[src/rtl/kernel_pkg.sv]
`default_nettype none
// ============================================================================
//  Module      : kernel_pkg
//  Description : Shared types, width helpers and saturation limits for the
//                kernel window multiply-accumulate walker.
//  Revision    : 1.0  initial release
// ============================================================================
package kernel_pkg;

    // Walker states: waiting for work, stepping through taps, holding result
    typedef enum logic [1:0] {
        ST_IDLE  = 2'd0,
        ST_ACCUM = 2'd1,
        ST_DONE  = 2'd2
    } state_t;

    // Signed product of an unsigned pixel and a signed coefficient
    function automatic int prod_width(input int pix_w, input int coef_w);
        return pix_w + coef_w + 1;
    endfunction

    // Full-precision accumulator: enough headroom for max_k*max_k products
    function automatic int acc_width(input int pix_w, input int coef_w, input int max_k);
        return prod_width(pix_w, coef_w) + 2 * $clog2(max_k);
    endfunction

    // Largest value representable in an acc_w-bit signed result
    function automatic longint acc_max(input int acc_w);
        return (longint'(1) <<< (acc_w - 1)) - 1;
    endfunction

    // Smallest value representable in an acc_w-bit signed result
    function automatic longint acc_min(input int acc_w);
        return -(longint'(1) <<< (acc_w - 1));
    endfunction

    localparam int     DEF_ACC_W = 16;
    localparam longint ACC_MAX   = acc_max(DEF_ACC_W);
    localparam longint ACC_MIN   = acc_min(DEF_ACC_W);

endpackage
`default_nettype wire

[src/rtl/mac_sat_unit.sv]
`default_nettype none
// ============================================================================
//  Module      : mac_sat_unit
//  Description : Combinational multiply-add of one pixel/coefficient tap onto
//                the running sum, plus a saturating clamp of that sum to the
//                output width with a clamp flag.
//  Revision    : 1.0  initial release
// ============================================================================
module mac_sat_unit
    import kernel_pkg::*;
#(
    parameter int PIX_W  = 8,
    parameter int COEF_W = 8,
    parameter int ACC_W  = 16,
    parameter int PROD_W = 17,
    parameter int SUM_W  = 23
) (
    input  logic signed [SUM_W-1:0]  acc_in,
    input  logic        [PIX_W-1:0]  pix,
    input  logic        [COEF_W-1:0] coef,
    output logic signed [SUM_W-1:0]  sum,
    output logic signed [ACC_W-1:0]  clamped,
    output logic                     sat
);

    localparam logic signed [SUM_W-1:0] c_sat_max = SUM_W'(acc_max(ACC_W));
    localparam logic signed [SUM_W-1:0] c_sat_min = SUM_W'(acc_min(ACC_W));

    logic [PROD_W-1:0] w_pix_ext;
    logic [PROD_W-1:0] w_coef_ext;
    logic [PROD_W-1:0] w_prod;
    logic [SUM_W-1:0]  w_prod_ext;

    // Pixel is unsigned, coefficient is two's complement; the low PROD_W
    // bits of the modular product equal the exact signed product.
    assign w_pix_ext  = {{(PROD_W-PIX_W){1'b0}}, pix};
    assign w_coef_ext = {{(PROD_W-COEF_W){coef[COEF_W-1]}}, coef};
    assign w_prod     = w_pix_ext * w_coef_ext;
    assign w_prod_ext = {{(SUM_W-PROD_W){w_prod[PROD_W-1]}}, w_prod};

    // Add the tap and clamp the new sum into the signed result range
    always_comb begin
        sum     = $signed(acc_in + $signed(w_prod_ext));
        clamped = sum[ACC_W-1:0];
        sat     = 1'b0;
        if (sum > c_sat_max) begin
            clamped = c_sat_max[ACC_W-1:0];
            sat     = 1'b1;
        end else if (sum < c_sat_min) begin
            clamped = c_sat_min[ACC_W-1:0];
            sat     = 1'b1;
        end
    end

endmodule
`default_nettype wire

[src/rtl/kernel_window_mac.sv]
`default_nettype none
// ============================================================================
//  Module      : kernel_window_mac
//  Description : Snapshots a pixel window and signed kernel of runtime size k,
//                walks the k x k taps one per cycle accumulating at full
//                precision, and delivers the saturated sum over valid/ready.
//  Revision    : 1.0  initial release
// ============================================================================
module kernel_window_mac
    import kernel_pkg::*;
#(
    parameter  int MAX_KERNEL = 5,
    parameter  int PIX_W      = 8,
    parameter  int COEF_W     = 8,
    parameter  int ACC_W      = 16,
    localparam int KS_W       = $clog2(MAX_KERNEL + 1)
) (
    input  logic                                    clk,
    input  logic                                    n_rst,
    input  logic                                    clear,
    input  logic                                    start,
    input  logic [KS_W-1:0]                         ksize,
    input  logic [MAX_KERNEL*MAX_KERNEL*PIX_W-1:0]  window,
    input  logic [MAX_KERNEL*MAX_KERNEL*COEF_W-1:0] kernel,
    output logic                                    busy,
    output logic                                    err,
    output logic                                    out_valid,
    input  logic                                    out_ready,
    output logic signed [ACC_W-1:0]                 result,
    output logic                                    sat
);

    localparam int CNT_W  = (MAX_KERNEL > 1) ? $clog2(MAX_KERNEL) : 1;
    localparam int PROD_W = prod_width(PIX_W, COEF_W);
    localparam int SUM_W  = acc_width(PIX_W, COEF_W, MAX_KERNEL);

    state_t                                  r_state;
    state_t                                  w_state_nxt;
    logic [MAX_KERNEL*MAX_KERNEL*PIX_W-1:0]  r_win;
    logic [MAX_KERNEL*MAX_KERNEL*COEF_W-1:0] r_ker;
    logic [CNT_W-1:0]                        r_last;
    logic [CNT_W-1:0]                        r_row;
    logic [CNT_W-1:0]                        r_col;
    logic signed [SUM_W-1:0]                 r_acc;

    logic                    w_legal;
    logic                    w_last_tap;
    logic                    w_accept;
    logic                    w_reject;
    logic                    w_step;
    logic                    w_finish;
    logic                    w_handoff;
    logic [PIX_W-1:0]        w_pix_tap  [MAX_KERNEL][MAX_KERNEL];
    logic [COEF_W-1:0]       w_coef_tap [MAX_KERNEL][MAX_KERNEL];
    logic signed [SUM_W-1:0] w_sum;
    logic signed [ACC_W-1:0] w_clamped;
    logic                    w_sat;

    // Unpack the snapshot into [row][col] tap arrays
    generate
        for (genvar gr = 0; gr < MAX_KERNEL; gr++) begin : g_row
            for (genvar gc = 0; gc < MAX_KERNEL; gc++) begin : g_col
                assign w_pix_tap[gr][gc]  = r_win[(gr*MAX_KERNEL+gc)*PIX_W  +: PIX_W];
                assign w_coef_tap[gr][gc] = r_ker[(gr*MAX_KERNEL+gc)*COEF_W +: COEF_W];
            end
        end
    endgenerate

    assign w_legal    = (ksize != '0) && (ksize <= KS_W'(MAX_KERNEL));
    assign w_last_tap = (r_row == r_last) && (r_col == r_last);

    mac_sat_unit #(
        .PIX_W  (PIX_W),
        .COEF_W (COEF_W),
        .ACC_W  (ACC_W),
        .PROD_W (PROD_W),
        .SUM_W  (SUM_W)
    ) u_mac (
        .acc_in  (r_acc),
        .pix     (w_pix_tap[r_row][r_col]),
        .coef    (w_coef_tap[r_row][r_col]),
        .sum     (w_sum),
        .clamped (w_clamped),
        .sat     (w_sat)
    );

    // State register
    always_ff @(posedge clk or negedge n_rst) begin
        if (!n_rst) begin
            r_state <= ST_IDLE;
        end else begin
            r_state <= w_state_nxt;
        end
    end

    // Next-state decode and per-cycle datapath strobes
    always_comb begin
        w_state_nxt = r_state;
        w_accept    = 1'b0;
        w_reject    = 1'b0;
        w_step      = 1'b0;
        w_finish    = 1'b0;
        w_handoff   = 1'b0;
        busy        = (r_state != ST_IDLE);
        if (clear) begin
            w_state_nxt = ST_IDLE;
        end else begin
            case (r_state)
                ST_IDLE: begin
                    if (start) begin
                        if (w_legal) begin
                            w_accept    = 1'b1;
                            w_state_nxt = ST_ACCUM;
                        end else begin
                            w_reject = 1'b1;
                        end
                    end
                end
                ST_ACCUM: begin
                    w_step = 1'b1;
                    if (w_last_tap) begin
                        w_finish    = 1'b1;
                        w_state_nxt = ST_DONE;
                    end
                end
                ST_DONE: begin
                    if (out_ready) begin
                        w_handoff   = 1'b1;
                        w_state_nxt = ST_IDLE;
                    end
                end
                default: w_state_nxt = ST_IDLE;
            endcase
        end
    end

    // Snapshot, tap counters, accumulator and output registers
    always_ff @(posedge clk or negedge n_rst) begin
        if (!n_rst) begin
            r_win     <= '0;
            r_ker     <= '0;
            r_last    <= '0;
            r_row     <= '0;
            r_col     <= '0;
            r_acc     <= '0;
            result    <= '0;
            sat       <= 1'b0;
            out_valid <= 1'b0;
            err       <= 1'b0;
        end else if (clear) begin
            r_row     <= '0;
            r_col     <= '0;
            r_acc     <= '0;
            result    <= '0;
            sat       <= 1'b0;
            out_valid <= 1'b0;
            err       <= 1'b0;
        end else begin
            err <= w_reject;
            if (w_accept) begin
                r_win  <= window;
                r_ker  <= kernel;
                r_last <= CNT_W'(ksize - KS_W'(1));
                r_row  <= '0;
                r_col  <= '0;
                r_acc  <= '0;
            end
            if (w_step) begin
                r_acc <= w_sum;
                if (w_finish) begin
                    r_row     <= '0;
                    r_col     <= '0;
                    result    <= w_clamped;
                    sat       <= w_sat;
                    out_valid <= 1'b1;
                end else if (r_col == r_last) begin
                    r_col <= '0;
                    r_row <= r_row + CNT_W'(1);
                end else begin
                    r_col <= r_col + CNT_W'(1);
                end
            end
            if (w_handoff) begin
                out_valid <= 1'b0;
            end
        end
    end

endmodule
`default_nettype wire

[config.mk]
export PLATFORM = sky130hd
export DESIGN_NAME = kernel_window_mac
export DESIGN_NICKNAME = d
export VERILOG_FILES = /design/src/rtl/kernel_pkg.sv /design/src/rtl/mac_sat_unit.sv /design/src/rtl/kernel_window_mac.sv
export SDC_FILE = /design/constraint.sdc
export NUM_CORES = 1
export LEC_CHECK = 0
export CELL_PAD_IN_SITES_DETAIL_PLACEMENT = 0
export CELL_PAD_IN_SITES_GLOBAL_PLACEMENT = 1
export CORE_MARGIN = 1.5
export CORE_UTILIZATION = 40
export CTS_CLUSTER_SIZE = 20
export DETAILED_ROUTE_END_ITERATION = 16
export HOLD_SLACK_MARGIN = 0.1
export PLACE_DENSITY = 0.86
export RECOVER_POWER = 50
export SETUP_SLACK_MARGIN = 0.5
export SYNTH_ARGS = -nofsm -noshare
export SYNTH_HDL_FRONTEND = slang
export SYNTH_SLANG_ARGS = --single-unit
[constraint.sdc]
create_clock -name clk -period 13.1 [get_ports clk]
set_input_delay 1.965 -clock clk [delete_from_list [all_inputs] [get_ports clk]]
set_output_delay 1.965 -clock clk [all_outputs]
set_load 0.01 [all_outputs]
==> impl_metrics.yaml, run 1 <==
outcome:
  status: "finished, violations left"
  violations: "max-capacitance violations, max-slew violations"
synth:
  synth_cell_types: 60
  synth.cell_area_um2: 23700
  yosys.area.top_type: "dfrtp_1"
  synthTopCellsByArea: "dfrtp_1 (48%), nand2_1 (20%), mux4_2 (9.1%), fa_1 (4.4%), ha_1 (4.1%)"
  synth-edff-count: 0
  synth.ff_latch_count: 453
  ys_seq_area_share_pct: 47.8
  syn_area_per_cell_um2: 9.32
  syn_nets: 3079
  async_reset_ff_share_pct: 100
  ys.warnings.count: 0
  synth_cells: 2542
  synth_top_flop_cell: "dfrtp_1"
  synthDominantCellAreaShare_pct: 47.8
timing:
  timing.fmax_mhz: 107
  fin_crit_ns: 9.39
  drv_slew: 335
  hold_viol_final: 0
  worst_pin_slew_ns: 6.56
  rsz0062_at_grt: "no"
  fin_hold_ws_ns: 0.470
  setup_viol: 0
  relSlewSlack_pct: -337
  setup_tns_ns: 0
  post-route-period-util_pct: 71.6
  clock_skew_ns: 0.0179
worst_setup_path:
  arrival_ns: 9.83
  cp-end-kind: "async pin"
  crit_required_ns: 13.54
  r2r-end: "result[13]$_DFFE_PN0P_"
  cp_max_fo: 118
  ff2ff_setup_slack_ns: 3.86
  rr_worst_depth: 25
  r2r-start: "r_col[0]$_DFFE_PN0P_"
  start_kind: "primary input"
  critPathKind: "primary input to async pin"
power:
  p_leak_nw: 14.7
  clockPowerShare_pct: 22.8
  p_total_mw: 6.12
  p_int_mw: 3.70
  irDropWorstVdd_mv: 0.253
  switching_power_mw: 2.41
  p_per_area_nw_per_um2: 203
  power_switching_share_pct: 39.4
  comb_power_share_pct: 44.2
  seqPwrFrac_pct: 33.0
clock_tree:
  clockRootBuffer: "clkbuf_16"
  clk_latency_ns: 0.60
  postCtsSetupRepairBufs: 0
  cts_hold_buf: 0
  cts_sinks: 453
  cts_resized: 0
  cts_tree: "done"
  clk_pin_slew_ns: 0.06
  numCtsBuffers: 48
  clock_path_buffers: 3
  htree_num_levels: 2
detailed_routing:
  ant_nets: 0
  dr.pass1.iters: 5
  wl_per_cell_um: 19.9
  drt-initial-drc-count: 1449
  via_per_inst: 5.19
  postRouteWirelength_mm: 73.9
  vias: 19200
  drc: 0
min_path:
  hold_start: "r_win[88]$_DFFE_PN0P_"
  hold_end: "r_win[88]$_DFFE_PN0P_"
  min_path_type: "flop to flop"
  hold_depth: 2
layout:
  nets: 3433
  drive_gt1_share_pct: 7.33
  post-route-util_pct: 51.3
  num-fill-cells: 5373
  area_growth_pct: 27.2
floorplanning:
  dieArea_um2: 60700
  rows: 89
  chipWidth_um: 246
  initial_core_util_pct: 40.3
  io_pins: 428
  core_um2: 58800
  fp.dieH_um: 246
global_routing:
  grt_usage_pct: 24.4
  grt_pass1_wl_mm: 114
  grt_max_degree: 255
  antenna_found_initial: 3
  overflow: 0
  grt_pass1_vias: 19700
place:
  port_buffers: 427
  place_congestion: 0.896
  dp_hpwl_mm: 54.8
run:
  cap_violations: 4
-- registers in the layout, summed over array words and instances (netlist names), 2 cells and up --
name / cells
r_acc: 23
r_state: 2
r_row: 3
r_ker: 200
r_win: 200
r_col: 3
r_last: 3
result: 16
-- power groups by stage --
| stage | clock [mW] | combinational (mW) | sequential (mW) |
|---|---|---|---|
| after floorplan | 0 | 1.82 | 1.93 |
| after global placement | 0 | 2.64 | 2.01 |
| after detailed placement | 0 | 2.67 | 2.03 |
| after CTS | 1.42 | 2.69 | 2.01 |
| after global routing | 1.47 | 3.01 | 2.06 |
| final | 1.40 | 2.70 | 2.02 |
-- worst max-delay path by stage --
| stage | start | end | slack [ns] |
|---|---|---|---|
| CTS | r_row[2]$_DFF_PN0_ | result[13]$_DFFE_PN0P_ | 4.13 |
| floorplan | r_row[0]$_DFF_PN0_ | result[10]$_DFFE_PN0P_ | 6.06 |
| global route | n_rst | r_row[0]$_DFF_PN0_ | 2.02 |
| global placement | r_row[0]$_DFF_PN0_ | result[13]$_DFFE_PN0P_ | 4.29 |
| finish | n_rst | r_row[0]$_DFF_PN0_ | 3.71 |
| detailed placement | r_row[2]$_DFF_PN0_ | result[13]$_DFFE_PN0P_ | 4.19 |
-- kinds of logic (layout without fill, tap and decap cells) --
kind of cell             count (synthesis)  after routing  share of synthesized area (%)
AND/OR/NAND/NOR                       1408           1408                           23.2
flip-flops                             453            453                           47.8
buffers and inverters                  215            606                           3.65
AO/OA/AOI/OAI                          186            186                           5.52
adder cells (fa/ha/maj)                129            129                           8.46
multiplexers                           129            129                           10.5
XOR/XNOR                                22             22                          0.845
other                                    0              5                              0
-- synthesized netlist by cell type (2+ instances only) --
library cell / number
nand4_1: 4
o311ai_1: 2
ha_1: 77
and2_1: 9
a221oi_1: 2
a22oi_1: 16
o22a_1: 11
buf_1: 7
xnor2_1: 15
nor3_1: 6
o211ai_1: 2
nand2b_1: 18
buf_2: 19
a211o_1: 3
dfrtp_1: 453
a31oi_1: 3
nor4_1: 2
nand3_1: 9
mux4_2: 96
a22o_1: 26
o21ai_0: 37
a21oi_1: 42
nor2b_1: 10
buf_6: 4
o22ai_1: 7
fa_1: 52
xor2_1: 6
o21a_1: 2
nor2_1: 71
a21o_1: 6
or2_2: 11
nor3b_1: 4
inv_1: 77
a221o_1: 9
mux2i_1: 33
nand2_1: 1259
clkbuf_1: 107
a211oi_1: 3
-- cells in the final DEF (no fill, tap or decap), types with 42 or more instances in the layout --
cell,n
clkdlybuf4s50_1,404
clkbuf_16,49
inv_1,77
nor2_1,71
fa_1,52
dfrtp_1,451
ha_1,77
mux4_2,96
nand2_1,1259
a21oi_1,42
-- cell type report --
| type | instances | area (um^2) | share of cell area, % |
|---|---|---|---|
| multi-input combinational | 1874 | 11500 | 38.1 |
| sequential | 453 | 11300 | 37.6 |
| timing repair buffer | 442 | 4400 | 14.6 |
| clock buffer | 71 | 1470 | 4.87 |
| tap | 773 | 967 | 3.21 |
| inverter | 77 | 289 | 0.959 |
| clock inverter | 16 | 174 | 0.577 |
| antenna | 5 | 12.5 | 0.0415 |
-- critical path, stage by stage --
cell and delay, ns:
clkbuf_1 4.48, clkbuf_1 2.22, buf_4 1.04
-- through the flow --
step	setup slack [ns]	instances	area, um^2
global route	2.02	3709	30100
finish	3.71	3711	30200
floorplan	6.06	2542	23700
CTS	4.13	3706	30200
global placement	4.29	3619	28500
detailed placement	4.19	3619	28500
-- per-layer routing --
layer | track usage [%] | share of wire [%] | vias up
met5 | 0 | 0 | -
met4 | 7.89 | 3.2 | 0
met3 | 2.97 | 4.7 | 103
met2 | 41.7 | 50 | 560
met1 | 32.4 | 42 | 9632
li1 | - | - | 8947
Note: power is estimated with default switching activity, not from simulation.
==> inputs of run 2 (changes only) <==
Clock period 13.1 ns to 9.59 ns, I/O delays scaled along.
==> impl_metrics.yaml, run 2 (synthesis gave the netlist of run 1 again) <==
clock_tree:
  cts_hold_buf: 0
  cts_sinks: 453
  clk_latency_ns: 0.62
  clockRootBuffer: "clkbuf_16"
  htree_num_levels: 2
  clock_path_buffers: 3
  clk_pin_slew_ns: 0.06
  numCtsBuffers: 50
  cts_tree: "done"
timing:
  setup_tns_ns: 0
  worst_pin_slew_ns: 6.02
  post-route-period-util_pct: 89.1
  clock_skew_ns: 0.0466
  setup_viol: 0
  fin_crit_ns: 8.55
  drv_slew: 246
  fin_hold_ws_ns: 0.468
  hold_viol_final: 0
  timing.fmax_mhz: 117
  rsz0062_at_grt: "no"
  relSlewSlack_pct: -302
  setup_ws_ns: 1.04
worst_setup_path:
  arrival_ns: 9.00
  start_kind: "flop"
  cp_max_fo: 20
  cp-end-kind: "flop"
  crit_required_ns: 10.05
  critPathKind: "flop to flop"
detailed_routing:
  vias: 19400
  postRouteWirelength_mm: 75.9
  ant_nets: 0
  dr.pass1.iters: 6
  via_per_inst: 5.21
  drc: 0
  drt-initial-drc-count: 1617
  wl_per_cell_um: 20.4
outcome:
  violations: "max-capacitance violations, max-slew violations"
  status: "finished, violations left"
layout:
  area_growth_pct: 27.8
  final_common_cell: "nand2_1"
  drive_gt1_share_pct: 7.65
  num-fill-cells: 5396
  mostFrequentLayoutCells: "nand2_1 (1,258), dfrtp_1 (450), clkdlybuf4s50_1 (405), mux4_2 (96)"
  nets: 3443
  final_cells: 3721
  largestRegisters: "r_ker: 200 flops, r_win: 200 flops, r_acc: 23 flops"
global_routing:
  antenna_found_initial: 10
  grt_max_degree: 165
  grt_pass1_vias: 20300
  grt_pass1_wl_mm: 116
  overflow: 0
  grt_usage_pct: 25.2
min_path:
  min_path_type: "flop to flop"
floorplanning:
  core_um2: 58800
  dieArea_um2: 60700
  chipWidth_um: 246
  io_pins: 428
  fp.dieH_um: 246
  rows: 89
  initial_core_util_pct: 40.3
power:
  irDropWorstVdd_mv: 0.255
  p_leak_nw: 14.8
  p_per_area_nw_per_um2: 277
place:
  port_buffers: 427
  place_congestion: 0.950
  dp_cells: 3626
  dp_hpwl_mm: 56.4
  pre_cts_ws_ns: 0.917
run:
  cap_violations: 3
run 2: changes by cell type in the layout (fill, tap and decap cells not counted), sizes merged:
cell | before | now
clkinv | 11 | 15
inv | 77 | 78
clkinvlp | 3 | 1
clkbuf | 75 | 74
buf | 12 | 19
bufinv | 2 | 3
dlygate4sd3 | 22 | 21
clkdlybuf4s50 | 404 | 405
run 2: final cells by class:
class	count	area, um^2	area share (%)
Antenna cell	5	12.5	0.0413
Sequential cell	453	11300	37.5
Clock buffer	69	1420	4.70
Clock inverter	20	243	0.801
Timing Repair Buffer	450	4500	14.9
Tap cell	773	967	3.19
Inverter	77	289	0.954
Multi-Input combinational cell	1874	11500	38.0
run 2: power breakdown:
group          leakage, nW  internal [mW]  switching [mW]
clock                0.820           1.12           0.816
sequential            5.71           2.43           0.337
combinational         8.22           1.53            2.17
run 2: repair_timing:
| item | in CTS | in global routing |
|---|---|---|
| setup buffers | 0 | 1 |
| resized for setup | 0 | 0 |
| endpoints found under the setup margin | 0 | 1 |
| endpoints found under the hold margin | 0 | 0 |
run 2: path summary, 6_finish.rpt:
| check | from | endpoint | slack [ns] | cells after the start |
|---|---|---|---|---|
| max in group asynchronous | n_rst | r_row[0]$_DFF_PN0_ | 2.06 | 2 |
| min in group asynchronous | n_rst | r_win[139]$_DFFE_PN0P_ | 3.07 | 1 |
| worst max-delay path | r_row[2]$_DFF_PN0_ | result[14]$_DFFE_PN0P_ | 1.04 | 24 |
| worst min-delay path | r_ker[124]$_DFFE_PN0P_ | r_ker[124]$_DFFE_PN0P_ | 0.47 | 2 |
| worst min register to register | r_ker[124]$_DFFE_PN0P_ | r_ker[124]$_DFFE_PN0P_ | 0.47 | 2 |
| worst max register to register | r_row[2]$_DFF_PN0_ | result[14]$_DFFE_PN0P_ | 1.04 | 24 |
run 2: per-layer routing:
metal | vias to the layer above | routed length [um] | global-route usage, % | share of wire [%]
met2 | 654 | 37900 | 42.6 | 50
li1 | 8962 | - | - | -
met4 | 10 | 2980 | 10.2 | 3.9
met1 | 9608 | 30400 | 31.8 | 40
met3 | 151 | 4580 | 4.50 | 6.0
met5 | - | 79 | 0 | 0.10
run 2: worst max-delay path, stage by stage (launching register included):
cell and delay (ns):
dfrtp_1 0.90, inv_1 0.13, nor2_1 0.82, nand2_1 0.20, o21ai_0 0.16, a21oi_1 0.10, o22ai_1 0.59, nand2b_1 0.17
fa_1 0.53, inv_1 0.05, fa_1 0.50, inv_1 0.07, fa_1 0.54, inv_1 0.05, fa_1 0.42, fa_1 0.44
ha_1 0.27, a2111oi_0 0.39, o21ai_1 0.20, and2_1 0.23, o311ai_1 0.45, nor4b_2 0.32, a41oi_2 0.25, and2b_1 0.34
a221o_1 0.31
run 2: stage by stage:
step / utilization, % / power (mW) / area, um^2
final: 51.5 / 8.40 / 30300
after global routing: 51.5 / 8.96 / 30300
after CTS: 51.5 / 8.40 / 30300
after detailed placement: 48.7 / 6.43 / 28600
after global placement: 48.7 / 6.34 / 28600
after floorplan: - / 5.13 / 23700
